### src/rtl/cpu_timer_multi_pkg.sv
`default_nettype none
// ============================================================================
// Module  : cpu_timer_multi_pkg
// Purpose : Shared definitions for the multi-channel CPU timer: register
//           offsets within a channel window, CTRL/STAT bit positions and the
//           default channel count.
// Ports   : none (package)
// Config  : TIMER_CASCADE_EN enables the CTRL cascade bit (see top level)
// Rev     : 1.0 - initial release
// ============================================================================
package cpu_timer_multi_pkg;

  localparam int DEFAULT_NUM_CH = 2;

  // Register offsets, selected by bus_addr[2:0]. Offsets 4..7 are reserved.
  typedef enum logic [2:0] {
    TMR_CTRL = 3'd0,
    TMR_CMP  = 3'd1,
    TMR_CNT  = 3'd2,
    TMR_STAT = 3'd3
  } tmr_reg_e;

  // CTRL bit positions
  localparam int CTRL_EN      = 0;
  localparam int CTRL_ONESHOT = 1;
  localparam int CTRL_MASK    = 2;
  localparam int CTRL_CASCADE = 3;
  localparam int CTRL_PRE_LSB = 8;

  // STAT bit positions
  localparam int STAT_PENDING = 0;
  localparam int STAT_RUNNING = 1;

endpackage
`default_nettype wire

### src/rtl/cpu_timer_multi_channel.sv
`default_nettype none
// ============================================================================
// Module  : cpu_timer_multi_channel
// Purpose : One timer channel: prescaler, counter, compare, sticky pending
//           flag and periodic/one-shot mode.
// Ports   : clk, reset        - clock, asynchronous active-high reset
//           wr_*_i            - one-cycle write strobes for CTRL/CMP/CNT/STAT
//           wdata_i           - bus write data
//           prev_match_i      - compare match of the previous channel
//                               (cascade tick source)
//           match_o           - this channel's compare match (tick & cnt==cmp)
//           ctrl_o/cmp_o/cnt_o/stat_o - register read-back values
//           irq_o             - pending & irq_mask_en
// Config  : TIMER_CASCADE_EN adds the CTRL cascade bit
// Rev     : 1.0 - initial release
// ============================================================================
module cpu_timer_multi_channel
  import cpu_timer_multi_pkg::*;
#(
  parameter int CNT_W    = 32,
  parameter int PRE_W    = 8,
  parameter bit HAS_PREV = 1'b0
) (
  input  logic             clk,
  input  logic             reset,
  input  logic             wr_ctrl_i,
  input  logic             wr_cmp_i,
  input  logic             wr_cnt_i,
  input  logic             wr_stat_i,
  input  logic [31:0]      wdata_i,
  input  logic             prev_match_i,
  output logic             match_o,
  output logic [31:0]      ctrl_o,
  output logic [CNT_W-1:0] cmp_o,
  output logic [CNT_W-1:0] cnt_o,
  output logic [1:0]       stat_o,
  output logic             irq_o
);

  logic             en_q, en_d;
  logic             oneshot_q, oneshot_d;
  logic             mask_q, mask_d;
  logic             pending_q, pending_d;
  logic [PRE_W-1:0] prescale_q, prescale_d;
  logic [PRE_W-1:0] pre_cnt_q, pre_cnt_d;
  logic [CNT_W-1:0] cmp_q, cmp_d;
  logic [CNT_W-1:0] cnt_q, cnt_d;
  logic             cascade;
  logic             presc_hit;
  logic             tick;

`ifdef TIMER_CASCADE_EN
  logic cascade_q, cascade_d;
  assign cascade = cascade_q;
`else
  assign cascade = 1'b0;
`endif

  // Parts of the write bus that a given register does not use.
  logic unused_inputs;
  assign unused_inputs = ^{wdata_i, prev_match_i, HAS_PREV};

  assign presc_hit = (pre_cnt_q == prescale_q);
  // A cascaded channel counts the previous channel's matches instead of
  // its own prescaler ticks.
  assign tick      = en_q & (cascade ? prev_match_i : presc_hit);
  assign match_o   = tick & (cnt_q == cmp_q);

  always_comb begin
    en_d       = en_q;
    oneshot_d  = oneshot_q;
    mask_d     = mask_q;
    pending_d  = pending_q;
    prescale_d = prescale_q;
    pre_cnt_d  = pre_cnt_q;
    cmp_d      = cmp_q;
    cnt_d      = cnt_q;
`ifdef TIMER_CASCADE_EN
    cascade_d  = cascade_q;
`endif

    if (en_q && !cascade) begin
      pre_cnt_d = presc_hit ? '0 : pre_cnt_q + 1'b1;
    end

    // Clear first so a same-cycle hardware set overrides it.
    if (wr_stat_i && wdata_i[STAT_PENDING]) begin
      pending_d = 1'b0;
    end

    if (tick) begin
      if (match_o) begin
        pending_d = 1'b1;
        cnt_d     = '0;
        if (oneshot_q) begin
          en_d = 1'b0;
        end
      end else begin
        cnt_d = cnt_q + 1'b1;
      end
    end

    // Bus writes come last so they take priority over counter updates.
    if (wr_ctrl_i) begin
      en_d       = wdata_i[CTRL_EN];
      oneshot_d  = wdata_i[CTRL_ONESHOT];
      mask_d     = wdata_i[CTRL_MASK];
      prescale_d = wdata_i[CTRL_PRE_LSB +: PRE_W];
`ifdef TIMER_CASCADE_EN
      cascade_d  = HAS_PREV & wdata_i[CTRL_CASCADE];
`endif
      if (wdata_i[CTRL_EN] && !en_q) begin
        pre_cnt_d = '0;
      end
    end
    if (wr_cmp_i) begin
      cmp_d = wdata_i[CNT_W-1:0];
    end
    if (wr_cnt_i) begin
      cnt_d = wdata_i[CNT_W-1:0];
    end
  end

  always_ff @(posedge clk or posedge reset) begin
    if (reset) begin
      en_q       <= 1'b0;
      oneshot_q  <= 1'b0;
      mask_q     <= 1'b0;
      pending_q  <= 1'b0;
      prescale_q <= '0;
      pre_cnt_q  <= '0;
      cmp_q      <= '0;
      cnt_q      <= '0;
`ifdef TIMER_CASCADE_EN
      cascade_q  <= 1'b0;
`endif
    end else begin
      en_q       <= en_d;
      oneshot_q  <= oneshot_d;
      mask_q     <= mask_d;
      pending_q  <= pending_d;
      prescale_q <= prescale_d;
      pre_cnt_q  <= pre_cnt_d;
      cmp_q      <= cmp_d;
      cnt_q      <= cnt_d;
`ifdef TIMER_CASCADE_EN
      cascade_q  <= cascade_d;
`endif
    end
  end

  always_comb begin
    ctrl_o                            = '0;
    ctrl_o[CTRL_EN]                   = en_q;
    ctrl_o[CTRL_ONESHOT]              = oneshot_q;
    ctrl_o[CTRL_MASK]                 = mask_q;
    ctrl_o[CTRL_PRE_LSB +: PRE_W]     = prescale_q;
    ctrl_o[CTRL_CASCADE]              = cascade;
  end

  assign cmp_o  = cmp_q;
  assign cnt_o  = cnt_q;
  assign stat_o = {en_q, pending_q};
  assign irq_o  = pending_q & mask_q;

endmodule
`default_nettype wire

### src/rtl/cpu_timer_multi.sv
`default_nettype none
// ============================================================================
// Module  : cpu_timer_multi
// Purpose : Multi-channel CPU timer. Word-addressed register bus (single-cycle
//           write, registered read), per-channel compare/prescale/mode, sticky
//           pending flags, and a registered OR of unmasked interrupts.
// Ports   : clk, reset   - clock, asynchronous active-high reset
//           bus_we/re    - write / read strobes
//           bus_addr     - [5:3] channel, [2:0] register
//           bus_wdata    - write data
//           bus_rdata    - read data, valid one cycle after bus_re, held
//           ch_irq       - per-channel pending & mask
//           timer_int    - registered OR of ch_irq
// Config  : TIMER_CASCADE_EN - CTRL[3] lets channel i>0 count matches of
//           channel i-1; when undefined CTRL[3] reads 0
// Rev     : 1.0 - initial release
// ============================================================================
module cpu_timer_multi
  import cpu_timer_multi_pkg::*;
#(
  parameter int NUM_CH = DEFAULT_NUM_CH,
  parameter int CNT_W  = 32,
  parameter int PRE_W  = 8
) (
  input  logic              clk,
  input  logic              reset,
  input  logic              bus_we,
  input  logic              bus_re,
  input  logic [5:0]        bus_addr,
  input  logic [31:0]       bus_wdata,
  output logic [31:0]       bus_rdata,
  output logic [NUM_CH-1:0] ch_irq,
  output logic              timer_int
);

  logic [2:0]       ch_sel;
  logic [2:0]       reg_sel;
  logic [NUM_CH:0]  match_chain;   // [i] feeds channel i's cascade input
  logic [31:0]      rd_ctrl [NUM_CH];
  logic [CNT_W-1:0] rd_cmp  [NUM_CH];
  logic [CNT_W-1:0] rd_cnt  [NUM_CH];
  logic [1:0]       rd_stat [NUM_CH];
  logic [31:0]      rdata_q, rdata_d;
  logic             timer_int_q;
  logic             unused_chain;

  assign ch_sel         = bus_addr[5:3];
  assign reg_sel        = bus_addr[2:0];
  assign match_chain[0] = 1'b0;
  assign unused_chain   = match_chain[NUM_CH];

  for (genvar i = 0; i < NUM_CH; i++) begin : g_ch
    logic wr_sel;
    assign wr_sel = bus_we && (ch_sel == 3'(i));

    cpu_timer_multi_channel #(
      .CNT_W    (CNT_W),
      .PRE_W    (PRE_W),
      .HAS_PREV (i > 0)
    ) u_ch (
      .clk          (clk),
      .reset        (reset),
      .wr_ctrl_i    (wr_sel && (reg_sel == TMR_CTRL)),
      .wr_cmp_i     (wr_sel && (reg_sel == TMR_CMP)),
      .wr_cnt_i     (wr_sel && (reg_sel == TMR_CNT)),
      .wr_stat_i    (wr_sel && (reg_sel == TMR_STAT)),
      .wdata_i      (bus_wdata),
      .prev_match_i (match_chain[i]),
      .match_o      (match_chain[i+1]),
      .ctrl_o       (rd_ctrl[i]),
      .cmp_o        (rd_cmp[i]),
      .cnt_o        (rd_cnt[i]),
      .stat_o       (rd_stat[i]),
      .irq_o        (ch_irq[i])
    );
  end

  // Read mux: unimplemented channels and reserved offsets return 0.
  always_comb begin
    rdata_d = rdata_q;
    if (bus_re) begin
      rdata_d = '0;
      for (int k = 0; k < NUM_CH; k++) begin
        if (ch_sel == 3'(k)) begin
          case (reg_sel)
            TMR_CTRL: rdata_d = rd_ctrl[k];
            TMR_CMP:  rdata_d = 32'(rd_cmp[k]);
            TMR_CNT:  rdata_d = 32'(rd_cnt[k]);
            TMR_STAT: rdata_d = 32'(rd_stat[k]);
            default:  rdata_d = '0;
          endcase
        end
      end
    end
  end

  always_ff @(posedge clk or posedge reset) begin
    if (reset) begin
      rdata_q     <= '0;
      timer_int_q <= 1'b0;
    end else begin
      rdata_q     <= rdata_d;
      timer_int_q <= |ch_irq;
    end
  end

  assign bus_rdata = rdata_q;
  assign timer_int = timer_int_q;

endmodule
`default_nettype wire

### config.mk
export PLATFORM = sky130hd
export DESIGN_NAME = cpu_timer_multi
export DESIGN_NICKNAME = d
export VERILOG_FILES = /design/src/rtl/cpu_timer_multi_pkg.sv /design/src/rtl/cpu_timer_multi_channel.sv /design/src/rtl/cpu_timer_multi.sv
export SDC_FILE = /design/constraint.sdc
export NUM_CORES = 1
export LEC_CHECK = 0
export CORE_MARGIN = 2
export CORE_UTILIZATION = 54
export DETAILED_ROUTE_END_ITERATION = 6
export GPL_ROUTABILITY_DRIVEN = 1
export MAX_ROUTING_LAYER = met4
export PLACE_DENSITY_LB_ADDON = 0.05
export SYNTH_ARGS = -nofsm -noshare
export SYNTH_HDL_FRONTEND = slang
export SYNTH_SLANG_ARGS = --single-unit
### constraint.sdc
create_clock -name clk -period 7 [get_ports clk]
set_input_delay 1.75 -clock clk [delete_from_list [all_inputs] [get_ports clk]]
set_output_delay 1.75 -clock clk [all_outputs]
set_load 0.1 [all_outputs]
## Word level (Yosys, flattened, before mapping)

Cells that the tools add are included.

| storage, ports and cells | value |
|---|---|
| input port bits | 42 |
| memories kept | 0 |
| bits in read-only memories | 0 |
| memory bits (writable) | 0 |
| word-level logic and storage cells | 97 |
| output and inout bits | 35 |
| latch bits | 0 |
| register bits after elaboration | 201 |

| cells by class | value |
|---|---|
| muxes and demuxes | 32 |
| div/mod/pow operators | 0 |
| shift operators | 0 |
| multiply operators | 0 |
| reduce and logical (&&, ||, !) cells | 29 |
| add/subtract/negate cells | 4 |
| bitwise operators | 6 |
| order comparisons | 0 |
| equality and inequality tests | 8 |

Operators by type and width:

| kind | number |
|---|---|
| $mux W32 | 8 |
| $pmux W32 S4 | 2 |
| $add A32 B1 Y32 const B | 2 |
| $eq A32 B32 Y1 | 2 |
| $mux W8 | 8 |
| $add A8 B1 Y8 const B | 2 |
| $eq A8 B8 Y1 | 2 |
| $reduce_bool A2 Y1 | 8 |
| $logic_and A1 B1 Y1 | 14 |
| $mux W1 | 14 |
| $and A1 B1 Y1 | 6 |
| $eq A3 B1 Y1 const B | 2 |
| $eq A3 B2 Y1 const B | 2 |
| $logic_not A3 Y1 | 2 |
| $reduce_and A3 Y1 | 2 |
| $logic_not A1 Y1 | 2 |
| $reduce_or A2 Y1 | 1 |

## Logic depth before layout (Yosys ltp)

| depth | value |
|---|---|
| depth after elaboration | 7 |
| gate-level depth with buffers | 9 |
| mapped depth without buffers | 7 |

## Cells and area by module

From an unflattened synthesis, not the netlist that was laid out.

| unflattened totals | value |
|---|---|
| cell total of the unflattened synthesis | 1,361 |
| area, all modules | 12,888.6 µm² |

By module, submodules not included:

| module | cells an instance | area an instance (µm²) | instances |
|---|---|---|---|
| cpu_timer_multi_channel (g_ch[1].u_ch) | 493 | 4,823.4 | 1 |
| cpu_timer_multi_channel (g_ch[0].u_ch) | 486 | 4,803.4 | 1 |
| cpu_timer_multi | 382 | 3,261.9 | 1 |

## Worst setup path before layout

OpenSTA, ideal clock, no wires.

| timing path | value |
|---|---|
| path kind | input port to flip-flop |
| from | in bus_addr[1] |
| to | reg g_ch[1].u_ch.cnt_q[23] |
| buffers on the path | 4 |
| stages on the path | 8 |
| data required time | 6.914 ns |
| arrival time | 3.550 ns |
| path slack | 3.364 ns |
| library setup time | 0.086 ns |
| cell sequence | clkbuf_1 > nor3b_1 > clkbuf_1 > and3_1 > clkbuf_1 > clkbuf_1 > a211oi_1 > nor3_1 |

| between the ends | value |
|---|---|
| cells in the longest elaborated chain, start to end | 3 |
| elaborated cells on any way between the ends | 4 |

RTL lines:

| element | RTL line | RTL |
|---|---|---|
| start: declaration | cpu_timer_multi.sv:29 | `input logic [5:0] bus_addr,` |
| $eq A3 B2 Y1 * | cpu_timer_multi.sv:65 | `.wr_cnt_i (wr_sel && (reg_sel == TMR_CNT)),` |
| $logic_and A1 B1 Y1 * | cpu_timer_multi.sv:65 |  |
| $mux W32 / $reduce_bool A2 Y1 (equally long branches) | -- |  |
| end signal: assignment | cpu_timer_multi_channel.sv:145 | `cnt_q <= cnt_d;` |
| end: declaration | cpu_timer_multi_channel.sv:47 | `logic [CNT_W-1:0] cnt_q, cnt_d;` |

Every way passes the cells marked *; elsewhere a longest branch is shown, timed or not.
A chain may end at the register's enable or synchronous reset.

## Worst setup path in the final report

| timing path | value |
|---|---|
| from | in bus_addr[1] |
| to | reg g_ch[1].u_ch.cmp_q[28] |

| between the ends | value |
|---|---|
| cells in the longest elaborated chain, start to end | 2 |

RTL lines:

| element | RTL line | RTL |
|---|---|---|
| $eq A3 B1 Y1 | cpu_timer_multi.sv:64 | `.wr_cmp_i (wr_sel && (reg_sel == TMR_CMP)),` |
| $logic_and A1 B1 Y1 | cpu_timer_multi.sv:64 |  |
| end signal: assignment | cpu_timer_multi_channel.sv:144 | `cmp_q <= cmp_d;` |
| end: declaration | cpu_timer_multi_channel.sv:46 | `logic [CNT_W-1:0] cmp_q, cmp_d;` |

No other way between the ends.

==> metrics.md <==
| Metric | Value |
|---|---|
| Crit path max-delay cell type | `nor2b_4` |
| DR pass1 iterations | `5` |
| Fin Clk Skew | `about 16 ps` |
| Vias per std cell | `6.46` |
| Global-route met2 utilization | `46.3%` |
| CP max FO | `44` |
| Util after Layout | `between 60 and 70%` |
| NetSw | `1.26 mW` |
| Share of cells above drive strength 1 | `12.7%` |
| Gpl congestion | `0.923` |
| Yosys top cell area share | `approximately 43%` |
| CP arrival | `4980 ps` |
| Drt total wl | `34,600 um` |
| # fillers | `1,807` |
| Antenna Nets Post-Route | `0` |
| Reg area | `0.00503 mm2` |
| Syn Inst Count | `1,233` |
| Warnings, synthesis | `0` |
| First-pass GRT wire length | `53,700 um` |
| Row cnt | `53` |
| Top_reg_cell synth | `dfrtp_1` |
| RSZ-0062 raised after global routing | `false` |
| Seq/Total Area, Yosys | `a little over two fifths` |
| Die area | `0.0228 mm2` |
| Reg-to-Reg End | `g_ch[0].u_ch.cnt_o[21]` |
| Root buf cell | `clkbuf_16` |
| Worst-Margin Slew | `between 1000 and 1500 ps` |
| Initial Utilization | `55.2%` |
| Comb power frac | `between 20 and 25%` |
| Cell Pwr Density | `287 mW/mm2` |
| Max-cap viol count | `0` |
| Static leakage power | `between 5 and 6 nW` |
| Met3 global-route usage | `3.52%` |
| Final Hold Vio Count | `0` |
| Leading area contributor after synthesis | `dfrtp_1` |
| Hold Path Origin | `bus_rdata[31]` |
| GRT Util Overall | `31.7%` |
| TritonCTS clock tree | `done` |
| Syn_nets | `1,279` |
| Max_slew headroom | `a little over a fifth` |
| Reg2Reg Depth | `7` |
| Initial antenna violation count | `1` |
| Distinct cells, synth | `67` |
| Max Root-Sink Buffers | `3` |
| Final-report max-slew violation count | `0` |
| Busiest grt layer | `met1` |
| Min Tclk post-route | `4580 ps` |
| Sequential power share | `39.8%` |
| Min-delay worst type | `register to register` |
| Met1 Usage GRT | `a little under half` |
| Hpwl dp | `roughly 24,000 um` |
| Worst R2R Setup Slack | `4240 ps` |
| Post-synthesis cell area | `0.0117 mm2` |
| CP top delay family | `buffers and inverters` |
| Final Setup Violations | `0` |
| Synthesized area per cell | `between 9 and 10 um2` |
| Cell mode on critical path | `buf_4` |
| Nets | `1,277` |
| Number of CTS-inserted buffers | `24` |
| Outcome | `complete, no violations` |
| PnR Total Power | `3.81 mW` |
| Cell-by-cell listing of the critical path | `clkdlybuf4s50_1, buf_4, nor2b_1, buf_4, nor2b_4, nand3_1, buf_4, mux2_2` |
| Pin count of the biggest net entering global routing | `159` |
| Clk_lat worst skew | `530 ps` |
| Antenna diodes | `0` |
| WS Path Type | `primary input to register` |
| Internal | `2.55 mW` |
| Core area | `0.0212 mm2` |
| WL/cell | `22.8 um` |
| H-tree levels | `1` |
| EDFF count, synth | `0` |
| Bufs and invs on worst path | `4` |
| Clock power frac | `35.6%` |
| Hold_ws | `476 ps` |
| Final routed DRC violation total | `0` |
| Postcts setup bufs | `0` |
| Cts hold-fix bufs | `0` |
| Period utilization | `between 60% and 70%` |
| Hold EP | `bus_rdata[31]` |
| Worst Setup Start Kind | `primary input` |
| Vias in the first global route | `9,175` |
| Net Sw Frac | `33.1%` |
| Setup TNS | `0 ps` |
| Die Wd | `151 um` |
| Multi-input logic area | `0.00615 mm2` |
| Global route overflow | `0` |
| Crit path launch | `bus_addr[1]` |
| Port Buffers | `76` |
| Fmax | `218 MHz` |
| Initial drt markers | `947` |
| Synth area leaders | `dfrtp_1 43%, mux2_2 8.1%, xnor2_1 5.2%` |
| Critical Path Max Stage Delay | `880 ps` |
| Ports | `77` |
| CP Capture Type | `register` |
| Clock-pin slew on the worst setup and hold paths | `60 ps` |
| Max VDD drop | `roughly 0.22 mV` |
| Register bit count reported by yosys | `around 200` |
| Hold Path Depth | `1` |
| Syn-to-layout area delta | `13.8%` |
| Crit path required time | `7390 ps` |
| RR Startpoint | `g_ch[0].u_ch.prescale_q[6]` |
| DR vias | `9,811` |
| CTS sink cnt | `between 200 and 250` |
| Post-CTS Resized | `0` |
| Die Span Y | `151 um` |
| Share of flip-flops with an asynchronous set or reset | `100%` |
[how the worst max path moves through the flow]
stage                                   endpoint  slack [ps]  cells after the start
after floorplan                     bus_rdata[0]        2650                      1
after global placement    g_ch[0].u_ch.cmp_o[26]        1970                      8
after detailed placement  g_ch[1].u_ch.cmp_o[28]        1950                      8
after CTS                 g_ch[1].u_ch.cmp_o[28]        2460                      8
after global routing      g_ch[1].u_ch.cmp_o[20]        2240                      8
final                     g_ch[1].u_ch.cmp_o[28]        2420                      8
[kinds of logic (layout without fill, tap and decap cells)]
| group | Yosys count | in the layout | synth area share [%] |
|---|---|---|---|
| AO/OA/AOI/OAI | 326 | 326 | 18.5 |
| XOR/XNOR | 94 | 94 | 7.05 |
| adder cells (fa/ha/maj) | 4 | 4 | 0.429 |
| buffers and inverters | 129 | 140 | 4.49 |
| flip-flops | 201 | 201 | 43.1 |
| multiplexers | 108 | 108 | 10.6 |
| AND/OR/NAND/NOR | 371 | 371 | 15.8 |
[power groups by stage]
stage	clock network, mW	registers [mW]	logic (mW)
finish	1.35	1.52	0.938
global route	1.43	1.54	1.02
CTS	1.38	1.51	0.937
detailed placement	0	1.53	0.933
global placement	0	1.53	0.917
floorplan	0	1.54	0.646
[final cells by class]
type | instances | area share [%]
Clock buffer | 30 | 5.07
Clock inverter | 9 | 1.30
Inverter | 9 | 0.282
Multi-Input combinational cell | 903 | 46.2
Sequential cell | 201 | 37.8
Tap cell | 275 | 2.59
Timing Repair Buffer | 92 | 6.68
[per-layer routing]
metal / routed length, um / vias up
met5: 0 / -
met4: 896 / 0
met3: 2370 / 61
met2: 15500 / 333
met1: 15800 / 4883
li1: - / 4534
[stage by stage]
stage,area (um2),setup slack [ps],std cells
floorplan,11700,2650,1233
global placement,12400,1970,1480
detailed placement,12400,1950,1480
CTS,13300,2460,1519
global route,13300,2240,1519
finish,13300,2420,1519
[state kept, by name (all words and copies together), names as in the netlist]
name / cells
g_ch.u_ch.prescale_q: 16
g_ch.u_ch.oneshot_q: 2
g_ch.u_ch.mask_q: 2
g_ch.u_ch.pre_cnt_q: 16
g_ch.u_ch.pending_q: 2
timer_int: 1
g_ch.u_ch.cnt_o: 64
bus_rdata: 32
g_ch.u_ch.en_q: 2
g_ch.u_ch.cmp_o: 64
[cells in the final DEF (no fill, tap or decap), types with 8 or more instances in the layout]
cell / n
dfrtp_1: 201
or3_1: 8
or4_1: 10
clkdlybuf4s50_1: 75
o21a_1: 24
nand2_1: 93
o21ai_0: 52
clkbuf_16: 25
xor2_1: 25
o22a_1: 8
and2_1: 9
a21o_1: 11
mux2i_1: 20
and3_1: 16
nor2_1: 80
a31oi_1: 21
mux2_2: 84
buf_4: 15
inv_1: 8
a21oi_1: 78
nand3_1: 43
nand4_1: 29
o211ai_1: 8
a22oi_1: 68
xnor2_1: 69
nor3_1: 29
o221ai_1: 21
nor4_1: 18
[synthesized netlist by cell type, types with 9 or more instances]
cell type	n
dfrtp_1	201
clkbuf_1	98
nand2_1	93
mux2_2	84
nor2_1	80
a21oi_1	79
xnor2_1	69
a22oi_1	68
o21ai_0	52
nand3_1	44
nand4_1	29
nor3_1	29
xor2_1	25
o21a_1	24
a31oi_1	21
o221ai_1	21
mux2i_1	20
nor4_1	18
and3_1	16
a21o_1	11
buf_2	10
or4_1	10
and2_1	9
inv_1	9
Note: power is estimated with default switching activity, not from simulation.
